<file path="config.mk">
export PLATFORM = sky130hd
export DESIGN_NAME = controle_saida_bcd_flat
export DESIGN_NICKNAME = d
export VERILOG_FILES = /design/src/rtl/controle_saida_bcd_pkg.sv /design/src/rtl/controle_saida_bcd_if.sv /design/src/rtl/controle_saida_bcd_step.sv /design/src/rtl/controle_saida_bcd.sv /design/src/flat_wrapper.sv
export SDC_FILE = /design/constraint.sdc
export NUM_CORES = 1
export LEC_CHECK = 0
export ABC_AREA = 1
export CAP_MARGIN = 25
export CORE_AREA = 2 2 146 148
export CTS_CLUSTER_SIZE = 25
export DETAILED_ROUTE_END_ITERATION = 8
export DIE_AREA = 0 0 148 150
export GPL_TIMING_DRIVEN = 0
export PLACE_DENSITY = 0.68
export SLEW_MARGIN = 30
export SYNTH_ARGS = -nofsm -noshare
export SYNTH_HDL_FRONTEND = slang
export SYNTH_SLANG_ARGS = --single-unit
</file>
<file path="constraint.sdc">
create_clock -name clock -period 4.4 [get_ports clock]
set_input_delay 0.44 -clock clock [delete_from_list [all_inputs] [get_ports clock]]
set_output_delay 0.44 -clock clock [all_outputs]
set_load 0.005 [all_outputs]
</file>
<file path="src/rtl/controle_saida_bcd_pkg.sv">
`default_nettype none
// ============================================================================
//  Module      : controle_saida_bcd_pkg
//  Description : Shared definitions for the OUT-path BCD sequencer.
//                - c_WIDTH / c_DIGITS : default data width and BCD digit count
//                - c_BCD_W            : packed BCD width (4 bits per digit)
//                - state_t            : sequencer state encoding
//  Revision    : 1.0  initial release
// ============================================================================
package controle_saida_bcd_pkg;

    localparam int c_WIDTH  = 32;
    localparam int c_DIGITS = 10;   // enough decimal digits for 2^31
    localparam int c_BCD_W  = 4 * c_DIGITS;

    typedef enum logic [0:0] {
        ST_IDLE = 1'b0,
        ST_CONV = 1'b1
    } state_t;

endpackage
`default_nettype wire

</file>
<file path="src/rtl/controle_saida_bcd_if.sv">
`default_nettype none
// ============================================================================
//  Module      : controle_saida_bcd_if
//  Description : Request/display bundle of the OUT-path BCD sequencer.
//                master : requester (drives req, dados; observes the rest)
//                slave  : sequencer (observes req, dados; drives ready, busy,
//                         done, saida, segmentos, neg)
//  Revision    : 1.0  initial release
// ============================================================================
interface controle_saida_bcd_if
    import controle_saida_bcd_pkg::*;
#(
    parameter int WIDTH  = c_WIDTH,
    parameter int DIGITS = c_DIGITS
);

    logic                  req;
    logic [WIDTH-1:0]      dados;
    logic                  ready;
    logic                  busy;
    logic                  done;
    logic [WIDTH-1:0]      saida;
    logic [4*DIGITS-1:0]   segmentos;
    logic                  neg;

    modport master (
        output req, dados,
        input  ready, busy, done, saida, segmentos, neg
    );

    modport slave (
        input  req, dados,
        output ready, busy, done, saida, segmentos, neg
    );

endinterface
`default_nettype wire

</file>
<file path="src/rtl/controle_saida_bcd_step.sv">
`default_nettype none
// ============================================================================
//  Module      : controle_saida_bcd_step
//  Description : One combinational double-dabble iteration.
//                i_bcd / i_mag : current BCD accumulator and binary magnitude
//                o_bcd / o_mag : accumulator after per-nibble add-3 and a
//                                one-bit left shift of the pair {bcd, mag}
//  Revision    : 1.0  initial release
// ============================================================================
module controle_saida_bcd_step #(
    parameter int WIDTH  = 32,
    parameter int DIGITS = 10
) (
    input  logic [4*DIGITS-1:0] i_bcd,
    input  logic [WIDTH-1:0]    i_mag,
    output logic [4*DIGITS-1:0] o_bcd,
    output logic [WIDTH-1:0]    o_mag
);

    localparam int BCD_W = 4 * DIGITS;

    logic [BCD_W-1:0] w_adj;

    // Add 3 to every digit >= 5; nibbles are independent, no carry between them.
    for (genvar d = 0; d < DIGITS; d++) begin : g_adj
        assign w_adj[4*d +: 4] = (i_bcd[4*d +: 4] >= 4'd5) ? (i_bcd[4*d +: 4] + 4'd3)
                                                           : i_bcd[4*d +: 4];
    end

    assign o_bcd = {w_adj[BCD_W-2:0], i_mag[WIDTH-1]};
    // The bit leaving the top of the accumulator is always 0 when DIGITS is
    // large enough, so it is recycled into the vacated magnitude LSB. A bit
    // entering there needs WIDTH more shifts to reach the accumulator, which
    // never happens within one conversion.
    assign o_mag = {i_mag[WIDTH-2:0], w_adj[BCD_W-1]};

endmodule
`default_nettype wire

</file>
<file path="src/rtl/controle_saida_bcd.sv">
`default_nettype none
// ============================================================================
//  Module      : controle_saida_bcd
//  Description : OUT-path sequencer. Accepts a signed value, converts its
//                magnitude to packed BCD one double-dabble step per clock and
//                holds the display registers until the next conversion. A
//                one-entry pending buffer absorbs a request arriving mid-run.
//                clock, reset : clock and synchronous active-high reset
//                bus (slave)  : req/dados in; ready/busy/done/saida/
//                               segmentos/neg out
//  Revision    : 1.0  initial release
// ============================================================================
module controle_saida_bcd
    import controle_saida_bcd_pkg::*;
#(
    parameter int WIDTH  = c_WIDTH,
    parameter int DIGITS = c_DIGITS
) (
    input  logic                clock,
    input  logic                reset,
    controle_saida_bcd_if.slave bus
);

    localparam int                BCD_W  = 4 * DIGITS;
    localparam int                CNT_W  = $clog2(WIDTH);
    localparam logic [CNT_W-1:0]  c_LAST = CNT_W'(WIDTH - 1);

    state_t             r_state;
    logic [CNT_W-1:0]   r_cnt;
    logic [BCD_W-1:0]   r_bcd;
    logic [WIDTH-1:0]   r_mag;
    logic               r_neg_work;
    logic [WIDTH-1:0]   r_raw_work;
    logic               r_pend_valid;
    logic [WIDTH-1:0]   r_pend_data;
    logic               r_done;
    logic [WIDTH-1:0]   r_saida;
    logic [BCD_W-1:0]   r_seg;
    logic               r_neg;

    state_t             w_state_nxt;
    logic [CNT_W-1:0]   w_cnt_nxt;
    logic [BCD_W-1:0]   w_bcd_nxt;
    logic [WIDTH-1:0]   w_mag_nxt;
    logic               w_neg_work_nxt;
    logic [WIDTH-1:0]   w_raw_work_nxt;
    logic               w_pend_valid_nxt;
    logic [WIDTH-1:0]   w_pend_data_nxt;
    logic               w_load;
    logic               w_commit;
    logic [WIDTH-1:0]   w_load_data;
    logic [BCD_W-1:0]   w_step_bcd;
    logic [WIDTH-1:0]   w_step_mag;

    controle_saida_bcd_step #(
        .WIDTH  (WIDTH),
        .DIGITS (DIGITS)
    ) u_step (
        .i_bcd  (r_bcd),
        .i_mag  (r_mag),
        .o_bcd  (w_step_bcd),
        .o_mag  (w_step_mag)
    );

    always_ff @(posedge clock) begin
        if (reset) begin
            r_state <= ST_IDLE;
        end else begin
            r_state <= w_state_nxt;
        end
    end

    always_comb begin
        w_state_nxt      = r_state;
        w_cnt_nxt        = r_cnt;
        w_bcd_nxt        = r_bcd;
        w_mag_nxt        = r_mag;
        w_neg_work_nxt   = r_neg_work;
        w_raw_work_nxt   = r_raw_work;
        w_pend_valid_nxt = r_pend_valid;
        w_pend_data_nxt  = r_pend_data;
        w_load           = 1'b0;
        w_commit         = 1'b0;
        w_load_data      = bus.dados;

        case (r_state)
            ST_IDLE: begin
                if (bus.req) begin
                    w_load      = 1'b1;
                    w_state_nxt = ST_CONV;
                end
            end
            ST_CONV: begin
                w_bcd_nxt = w_step_bcd;
                w_mag_nxt = w_step_mag;
                w_cnt_nxt = r_cnt + CNT_W'(1);
                if (r_cnt == c_LAST) begin
                    // Last step: publish results and chain straight into the
                    // next conversion if one is waiting, pending buffer first.
                    w_commit = 1'b1;
                    if (r_pend_valid) begin
                        w_load           = 1'b1;
                        w_load_data      = r_pend_data;
                        w_pend_valid_nxt = 1'b0;
                    end else if (bus.req) begin
                        w_load = 1'b1;
                    end else begin
                        w_state_nxt = ST_IDLE;
                    end
                end else if (bus.req && !r_pend_valid) begin
                    w_pend_valid_nxt = 1'b1;
                    w_pend_data_nxt  = bus.dados;
                end
            end
            default: w_state_nxt = ST_IDLE;
        endcase

        // Load overrides the step results; magnitude wraps mod 2^WIDTH so the
        // most negative value converts as its unsigned magnitude.
        if (w_load) begin
            w_neg_work_nxt = w_load_data[WIDTH-1];
            w_mag_nxt      = w_load_data[WIDTH-1] ? ((~w_load_data) + WIDTH'(1)) : w_load_data;
            w_bcd_nxt      = '0;
            w_cnt_nxt      = '0;
            w_raw_work_nxt = w_load_data;
        end
    end

    always_ff @(posedge clock) begin
        if (reset) begin
            r_cnt        <= '0;
            r_bcd        <= '0;
            r_mag        <= '0;
            r_neg_work   <= 1'b0;
            r_raw_work   <= '0;
            r_pend_valid <= 1'b0;
            r_pend_data  <= '0;
            r_done       <= 1'b0;
            r_saida      <= '0;
            r_seg        <= '0;
            r_neg        <= 1'b0;
        end else begin
            r_cnt        <= w_cnt_nxt;
            r_bcd        <= w_bcd_nxt;
            r_mag        <= w_mag_nxt;
            r_neg_work   <= w_neg_work_nxt;
            r_raw_work   <= w_raw_work_nxt;
            r_pend_valid <= w_pend_valid_nxt;
            r_pend_data  <= w_pend_data_nxt;
            r_done       <= w_commit;
            if (w_commit) begin
                r_seg   <= w_step_bcd;
                r_neg   <= r_neg_work;
                r_saida <= r_raw_work;
            end
        end
    end

    assign bus.ready     = !r_pend_valid;
    assign bus.busy      = (r_state == ST_CONV);
    assign bus.done      = r_done;
    assign bus.saida     = r_saida;
    assign bus.segmentos = r_seg;
    assign bus.neg       = r_neg;

endmodule
`default_nettype wire

</file>
<file path="src/flat_wrapper.sv">
// flat-port wrapper written by rule: the top's interface ports become plain ports
module controle_saida_bcd_flat import controle_saida_bcd_pkg::*;
#(
    parameter int WIDTH  = c_WIDTH,
    parameter int DIGITS = c_DIGITS
)
  (clock, reset, bus_req, bus_dados, bus_ready, bus_busy, bus_done, bus_saida, bus_segmentos, bus_neg);
  controle_saida_bcd_if #(.WIDTH(WIDTH), .DIGITS(DIGITS)) bus_i ();
  input  logic clock;
  input  logic reset;
  input wire logic [$bits(bus_i.req)-1:0] bus_req;
  input wire logic [$bits(bus_i.dados)-1:0] bus_dados;
  output wire logic [$bits(bus_i.ready)-1:0] bus_ready;
  output wire logic [$bits(bus_i.busy)-1:0] bus_busy;
  output wire logic [$bits(bus_i.done)-1:0] bus_done;
  output wire logic [$bits(bus_i.saida)-1:0] bus_saida;
  output wire logic [$bits(bus_i.segmentos)-1:0] bus_segmentos;
  output wire logic [$bits(bus_i.neg)-1:0] bus_neg;
  assign bus_i.req = bus_req;
  assign bus_i.dados = bus_dados;
  assign bus_ready = bus_i.ready;
  assign bus_busy = bus_i.busy;
  assign bus_done = bus_i.done;
  assign bus_saida = bus_i.saida;
  assign bus_segmentos = bus_i.segmentos;
  assign bus_neg = bus_i.neg;
  controle_saida_bcd #(.WIDTH(WIDTH), .DIGITS(DIGITS)) u_core (.clock(clock), .reset(reset), .bus(bus_i));
endmodule
</file>
Word level (Yosys, flattened, before mapping)
Index checks and enable logic that the tools add are counted.
{"block": "totals", "wordCells": 71, "reg_bits": 218}
{"block": "op_classes", "order_cmp": 10, "bitwise_logic": 3, "n_addsub": 12, "n_eq_ne": 1, "mux": 26, "n_reduce_logical": 7}
{"operator": "two-way mux 32 bit", "n": 6}
{"operator": "adder 4 x 2 -> 4 bit, second input constant", "n": 10}
{"operator": "greater-or-equal comparator 4 x 3 -> 1 bit, second input constant", "n": 10}
{"operator": "two-way mux 4 bit", "n": 10}
{"operator": "adder 32 x 1 -> 32 bit, second input constant", "n": 1}
{"operator": "NOT 32 bit", "n": 1}
{"operator": "two-way mux 1 bit", "n": 8}
{"operator": "adder 5 x 1 -> 5 bit, second input constant", "n": 1}
{"operator": "equality test 5 bit, second input constant", "n": 1}
{"operator": "case mux 1 bit (2 select lines)", "n": 2}
{"operator": "nonzero test 2 bit", "n": 2}
{"operator": "AND reduction 3 bit", "n": 1}
{"operator": "NOT 1 bit", "n": 2}
{"operator": "AND reduction 2 bit", "n": 1}
{"operator": "OR reduction 2 bit", "n": 1}
{"operator": "logical AND 1 bit", "n": 1}
{"operator": "zero test 1 bit", "n": 1}

Depth between registers and ports, before layout
{"block": "depth", "word_depth": 7, "ltp_mapped": 20}

Cells and area by module
From an unflattened synthesis, not the netlist that was laid out.
{"block": "hier_totals", "hier_cells": 1522, "hier_area_um2": 10535.1}
{"module": "controle_saida_bcd", "n_inst": 1, "cells_per_inst": 1272, "area_each_um2": 9083.7, "seq_area_each_um2": 4324.1}
{"module": "controle_saida_bcd_step", "n_inst": 1, "cells_per_inst": 250, "area_each_um2": 1451.4, "seq_area_each_um2": 0.0}

Least setup slack after synthesis
Ideal clock, no wire load.
{"block": "synth_path", "kind": "flip-flop to flip-flop", "startpoint": "reg u_core.r_cnt[0]", "endpoint": "reg u_core.r_mag[28]", "required_time_ns": 4.268, "synth_period_minus_slack_ns": 2.526, "setup_ns": 0.132, "path_buffers": 2, "stages_incl_launch_ff": 21, "setup_slack_ns": 1.874, "arrival_time_ns": 2.394, "cell_sequence": "dfxtp_1 > ha_1 > and3_1 > ha_1 > buf_6 > nand3_2 > buf_4 > nand2_1 > nand2_1 > ha_1 > nand3_1 > nor2_1 > nand2_1 > nor2_1 > nand3_1 > nand2_2 > nand2_1 > nand2_1 > nand3_1 > nand2_1 > a21oi_1"}
{"block": "synth_between", "elab_chain_cells": 7, "elab_cells_between_ends": 10}
{"item": "start, declared", "line_no": "controle_saida_bcd.sv:29", "rtl": "logic [CNT_W-1:0] r_cnt;"}
{"item": "start signal, assigned", "line_no": "controle_saida_bcd.sv:143", "rtl": "r_cnt <= w_cnt_nxt;"}
{"item": "equality test 5 bit (*)", "line_no": "controle_saida_bcd.sv:97", "rtl": "if (r_cnt == c_LAST) begin"}
{"item": "two-way mux 32 bit", "line_no": "controle_saida_bcd.sv:97"}
{"item": "two-way mux 32 bit", "line_no": "controle_saida_bcd.sv:86", "rtl": "case (r_state)"}
{"item": "NOT 32 bit", "line_no": "controle_saida_bcd.sv:122", "rtl": "w_mag_nxt = w_load_data[WIDTH-1] ? ((~w_load_data) + WIDTH'(1)) : w_load_data;"}
{"item": "adder 32 x 1 -> 32 bit", "line_no": "controle_saida_bcd.sv:122"}
{"item": "two-way mux 32 bit", "line_no": "controle_saida_bcd.sv:122"}
{"item": "two-way mux 32 bit", "line_no": "controle_saida_bcd.sv:120", "rtl": "if (w_load) begin"}
{"item": "end signal, assigned", "line_no": "controle_saida_bcd.sv:145", "rtl": "r_mag <= w_mag_nxt;"}
{"item": "end, declared", "line_no": "controle_saida_bcd.sv:31", "rtl": "logic [WIDTH-1:0] r_mag;"}
Every way passes the cells marked *; elsewhere a longest branch is shown, timed or not.
A chain may end at the register's enable or synchronous reset.

Worst setup path in the final report
{"block": "layout_path", "startpoint": "reg u_core.r_cnt[0]", "endpoint": "reg u_core.r_mag[30]"}
The elaborated chain is that of the path after synthesis.

==> insert_results.sql <==
INSERT INTO impl_metrics (metric_group, metric, value, unit) VALUES
('routing', 'drt_wl_total', '29000', 'um'),
('die', 'die_w', '148', 'um'),
('sta', 'slew_headroom', '38.3', '%'),
('logic_synthesis', 'synth.yosys.seq_area_share', '42.6', '%'),
('clock_network', 'cts_setup_buffers', '0', ''),
('die', 'core_region_area', '20700', 'um2'),
('pwr', 'power_density', '382', 'nW/um2'),
('logic_synthesis', 'synth_largest_type_area_fraction', '42.6', '%'),
('critical_path', 'critical_path_required', '4.79', 'ns'),
('pwr', 'power.internal', '3.51', 'mW'),
('final_layout', 'finalNonFillerCells', '1845', ''),
('logic_synthesis', 'synth_flop_cell', 'sky130_fd_sc_hd__dfxtp_1', ''),
('routing', 'drcViolationCount', '0', ''),
('critical_path', 'critPathCaptureType', 'flip-flop', ''),
('pwr', 'finalPower', '4.74', 'mW'),
('placement', 'dpl.hpwl', '21400', 'um'),
('placement', 'place.gp.congestion', '0.949', ''),
('logic_synthesis', 'largest_family_of_logic_cells_by_synthesized_area', 'simple AND/OR/NAND/NOR gates', ''),
('hold_path', 'hold_path_class', 'input pin to flip-flop', ''),
('clock_network', 'worstSkewPairLatency', '0.52', 'ns'),
('logic_synthesis', 'synth.net_count', '1476', ''),
('pwr', 'pwr-share-seq', '44.2', '%'),
('routing', 'starting_drc_count_in_detailed_routing', '763', ''),
('pwr', 'combPwrFrac', '11.8', '%'),
('placement', 'numPlacedInstances', '1802', ''),
('routing', 'total_number_of_vias', '9741', ''),
('global_routing', 'grt_pass1_wl', '46700', 'um'),
('clock_network', 'clock_tree_buffer_depth', '3', ''),
('sta', 'worst_hold_slack', '0.389', 'ns'),
('clock_network', 'cts_buffers', '24', ''),
('clock_network', 'sink_count_of_the_clock_tree', '216', ''),
('critical_path', 'critical_path_class', 'flip-flop to flip-flop', ''),
('logic_synthesis', 'synthMostInstantiatedCell', 'sky130_fd_sc_hd__nand2_1', ''),
('logic_synthesis', 'yosysTopAreaCell', 'sky130_fd_sc_hd__dfxtp_1', ''),
('logic_synthesis', 'synth_edf_count', '0', ''),
('final_layout', 'final.fill_count', '1974', ''),
('logic_synthesis', 'post_synth_xor_area_fraction', '1.38', '%'),
('die', 'core.rowCount', '53', ''),
('critical_path', 'cp_max_fo', '10', ''),
('die', 'initial_core_util', '49.1', '%'),
('global_routing', 'first_global_vias', '9134', ''),
('pwr', 'netSwitchingFraction', '25.9', '%'),
('logic_synthesis', 'synthMuxAreaShare', '0', '%'),
('sta', 'timing_hold_violations_final', '0', ''),
('logic_synthesis', 'syn-instance-count', '1418', ''),
('sta', 'fmaxAchievable', '321', 'MHz'),
('pwr', 'pwr-share-clk', '44.0', '%'),
('critical_path', 'arrival', '3.50', 'ns'),
('sta', 'totalNegativeSetupSlack', '0', 'ns'),
('sta', 'final.period_utilization', '70.9', '%'),
('die', 'die_h', '150', 'um'),
('clock_network', 'cts_tree', 'built', ''),
('routing', 'wire_per_inst', '15.7', 'um'),
('sta', 'period_minus_slack', '3.12', 'ns'),
('placement', 'placement.io_buffers', '109', ''),
('run_status', 'outcome', 'completed', ''),
('sta', 'setup_ws', '1.28', 'ns'),
('global_routing', 'grt_usage', '26.2', '%'),
('sta', 'worst_slew_pin_tran', '0.926', 'ns'),
('pwr', 'p_leak', '5.14', 'nW'),
('final_layout', 'antenna-diode-count', '0', ''),
('routing', 'route.detailed.vias_per_inst', '5.28', ''),
('critical_path', 'critPathLaunchType', 'flip-flop', ''),
('logic_synthesis', 'postSynth.asyncResetShare', '0', '%'),
('die', 'floorplan.die_area', '22200', 'um2'),
('logic_synthesis', 'syn_avg_cell_area', '7.16', 'um2'),
('logic_synthesis', 'yosys-top-cells-count', 'sky130_fd_sc_hd__nand2_1, sky130_fd_sc_hd__dfxtp_1, sky130_fd_sc_hd__inv_1', ''),
('placement', 'dpl_worst_slack', '1.35', 'ns'),
('global_routing', 'grt_antenna_before_repair', '0', ''),
('logic_synthesis', 'synthTopCellsByArea', 'sky130_fd_sc_hd__dfxtp_1, sky130_fd_sc_hd__nand2_1, sky130_fd_sc_hd__o21ai_0', ''),
('final_layout', 'final_layout_size_suffix_gt1_share', '5.48', '%');
==> layout make-up <==
type | instances | area, um2 | share of cell area (%)
clock buffer | 34 | 699 | 5.64
clock inverter | 9 | 125 | 1.01
timing repair buffer | 109 | 1090 | 8.79
multi-input combinational | 934 | 4750 | 38.3
tap | 275 | 344 | 2.77
sequential | 216 | 4320 | 34.8
buffer | 81 | 369 | 2.97
inverter | 187 | 704 | 5.68
==> per-layer routing <==
metal | vias up | GRT usage, % | share of wire [%]
li1 | 4937 | - | -
met1 | 4449 | 34.2 | 45
met2 | 287 | 44.6 | 46
met3 | 68 | 3.72 | 5.8
met4 | 0 | 8.90 | 3.0
met5 | - | 0 | 0
==> registers in the layout (all words and copies together), names as in the netlist <==
signal and cells:
u_core.bus.segmentos 40, u_core.r_bcd 40, u_core.r_mag 32, u_core.r_pend_data 32, u_core.r_raw_work 32, u_core.bus.saida 31
u_core.r_cnt 5, u_core.bus.busy 1, u_core.bus.done 1, u_core.bus.neg 1, u_core.r_pend_valid 1
==> power groups by stage <==
stage | Clock [mW] | Sequential, mW | Combinational (mW)
detailed placement | 0 | 2.14 | 0.548
global route | 2.19 | 2.11 | 0.628
CTS | 2.12 | 2.10 | 0.552
global placement | 0 | 2.13 | 0.540
floorplan | 0 | 2.13 | 0.376
finish | 2.09 | 2.10 | 0.557
==> worst paths after layout <==
path	slack [ns]	to	depth (start not counted)	start
min reg2reg	0.45	u_core.r_pend_data[25]$_SDFFE_PP0P_	2	u_core.r_pend_data[25]$_SDFFE_PP0P_
min	0.39	u_core.r_raw_work[2]$_SDFFE_PP0P_	2	reset
max reg2reg	1.28	u_core.r_mag[30]$_SDFFE_PP0P_	17	u_core.r_cnt[0]$_SDFFE_PP0P_
max	1.28	u_core.r_mag[30]$_SDFFE_PP0P_	17	u_core.r_cnt[0]$_SDFFE_PP0P_
==> worst max-delay path, cell delays in order (launching register included) <==
cell                      delay, ns
sky130_fd_sc_hd__dfxtp_1       0.33
sky130_fd_sc_hd__ha_1          0.22
sky130_fd_sc_hd__and3_1        0.19
sky130_fd_sc_hd__ha_1          0.21
sky130_fd_sc_hd__buf_6         0.15
sky130_fd_sc_hd__nand2_4       0.12
sky130_fd_sc_hd__nor2_8        0.08
sky130_fd_sc_hd__buf_6         0.14
sky130_fd_sc_hd__o21ai_0       0.66
sky130_fd_sc_hd__nand2_1       0.16
sky130_fd_sc_hd__nor2_1        0.14
sky130_fd_sc_hd__nand2_1       0.06
sky130_fd_sc_hd__nand2_1       0.07
sky130_fd_sc_hd__nand3_1       0.09
sky130_fd_sc_hd__nand2_1       0.09
sky130_fd_sc_hd__nand3_1       0.11
sky130_fd_sc_hd__nand2_1       0.10
sky130_fd_sc_hd__a21oi_1       0.06
==> kinds of logic after synthesis <==
kind of cell,count (synthesis)
compound gates,382
xor+xnor,16
fa+ha+maj,23
buf+inv,268
flops,216
simple gates,513
==> placed cells by master (no fill, tap or decap), types with 3 or more instances in the layout <==
master,count
sky130_fd_sc_hd__nand2_1,271
sky130_fd_sc_hd__dfxtp_1,216
sky130_fd_sc_hd__inv_1,183
sky130_fd_sc_hd__o21ai_0,178
sky130_fd_sc_hd__nand3_1,114
sky130_fd_sc_hd__clkdlybuf4s50_1,109
sky130_fd_sc_hd__a21oi_1,107
sky130_fd_sc_hd__nor2_1,87
sky130_fd_sc_hd__clkbuf_1,62
sky130_fd_sc_hd__o211ai_1,25
sky130_fd_sc_hd__clkbuf_16,25
sky130_fd_sc_hd__ha_1,23
sky130_fd_sc_hd__o22ai_1,20
sky130_fd_sc_hd__xor2_1,15
sky130_fd_sc_hd__nand4_1,14
sky130_fd_sc_hd__a211oi_1,12
sky130_fd_sc_hd__o21a_1,11
sky130_fd_sc_hd__buf_2,10
sky130_fd_sc_hd__o21ai_1,9
sky130_fd_sc_hd__o21ai_2,8
sky130_fd_sc_hd__buf_1,6
sky130_fd_sc_hd__nor2_2,5
sky130_fd_sc_hd__a31oi_1,5
sky130_fd_sc_hd__buf_6,4
sky130_fd_sc_hd__nand2_2,4
sky130_fd_sc_hd__clkinv_2,4
sky130_fd_sc_hd__clkbuf_8,4
sky130_fd_sc_hd__buf_4,3
sky130_fd_sc_hd__or2_2,3
sky130_fd_sc_hd__a41oi_1,3
sky130_fd_sc_hd__nor3_1,3
sky130_fd_sc_hd__bufinv_16,3
No activity file was read; power rests on OpenSTA's default activity.
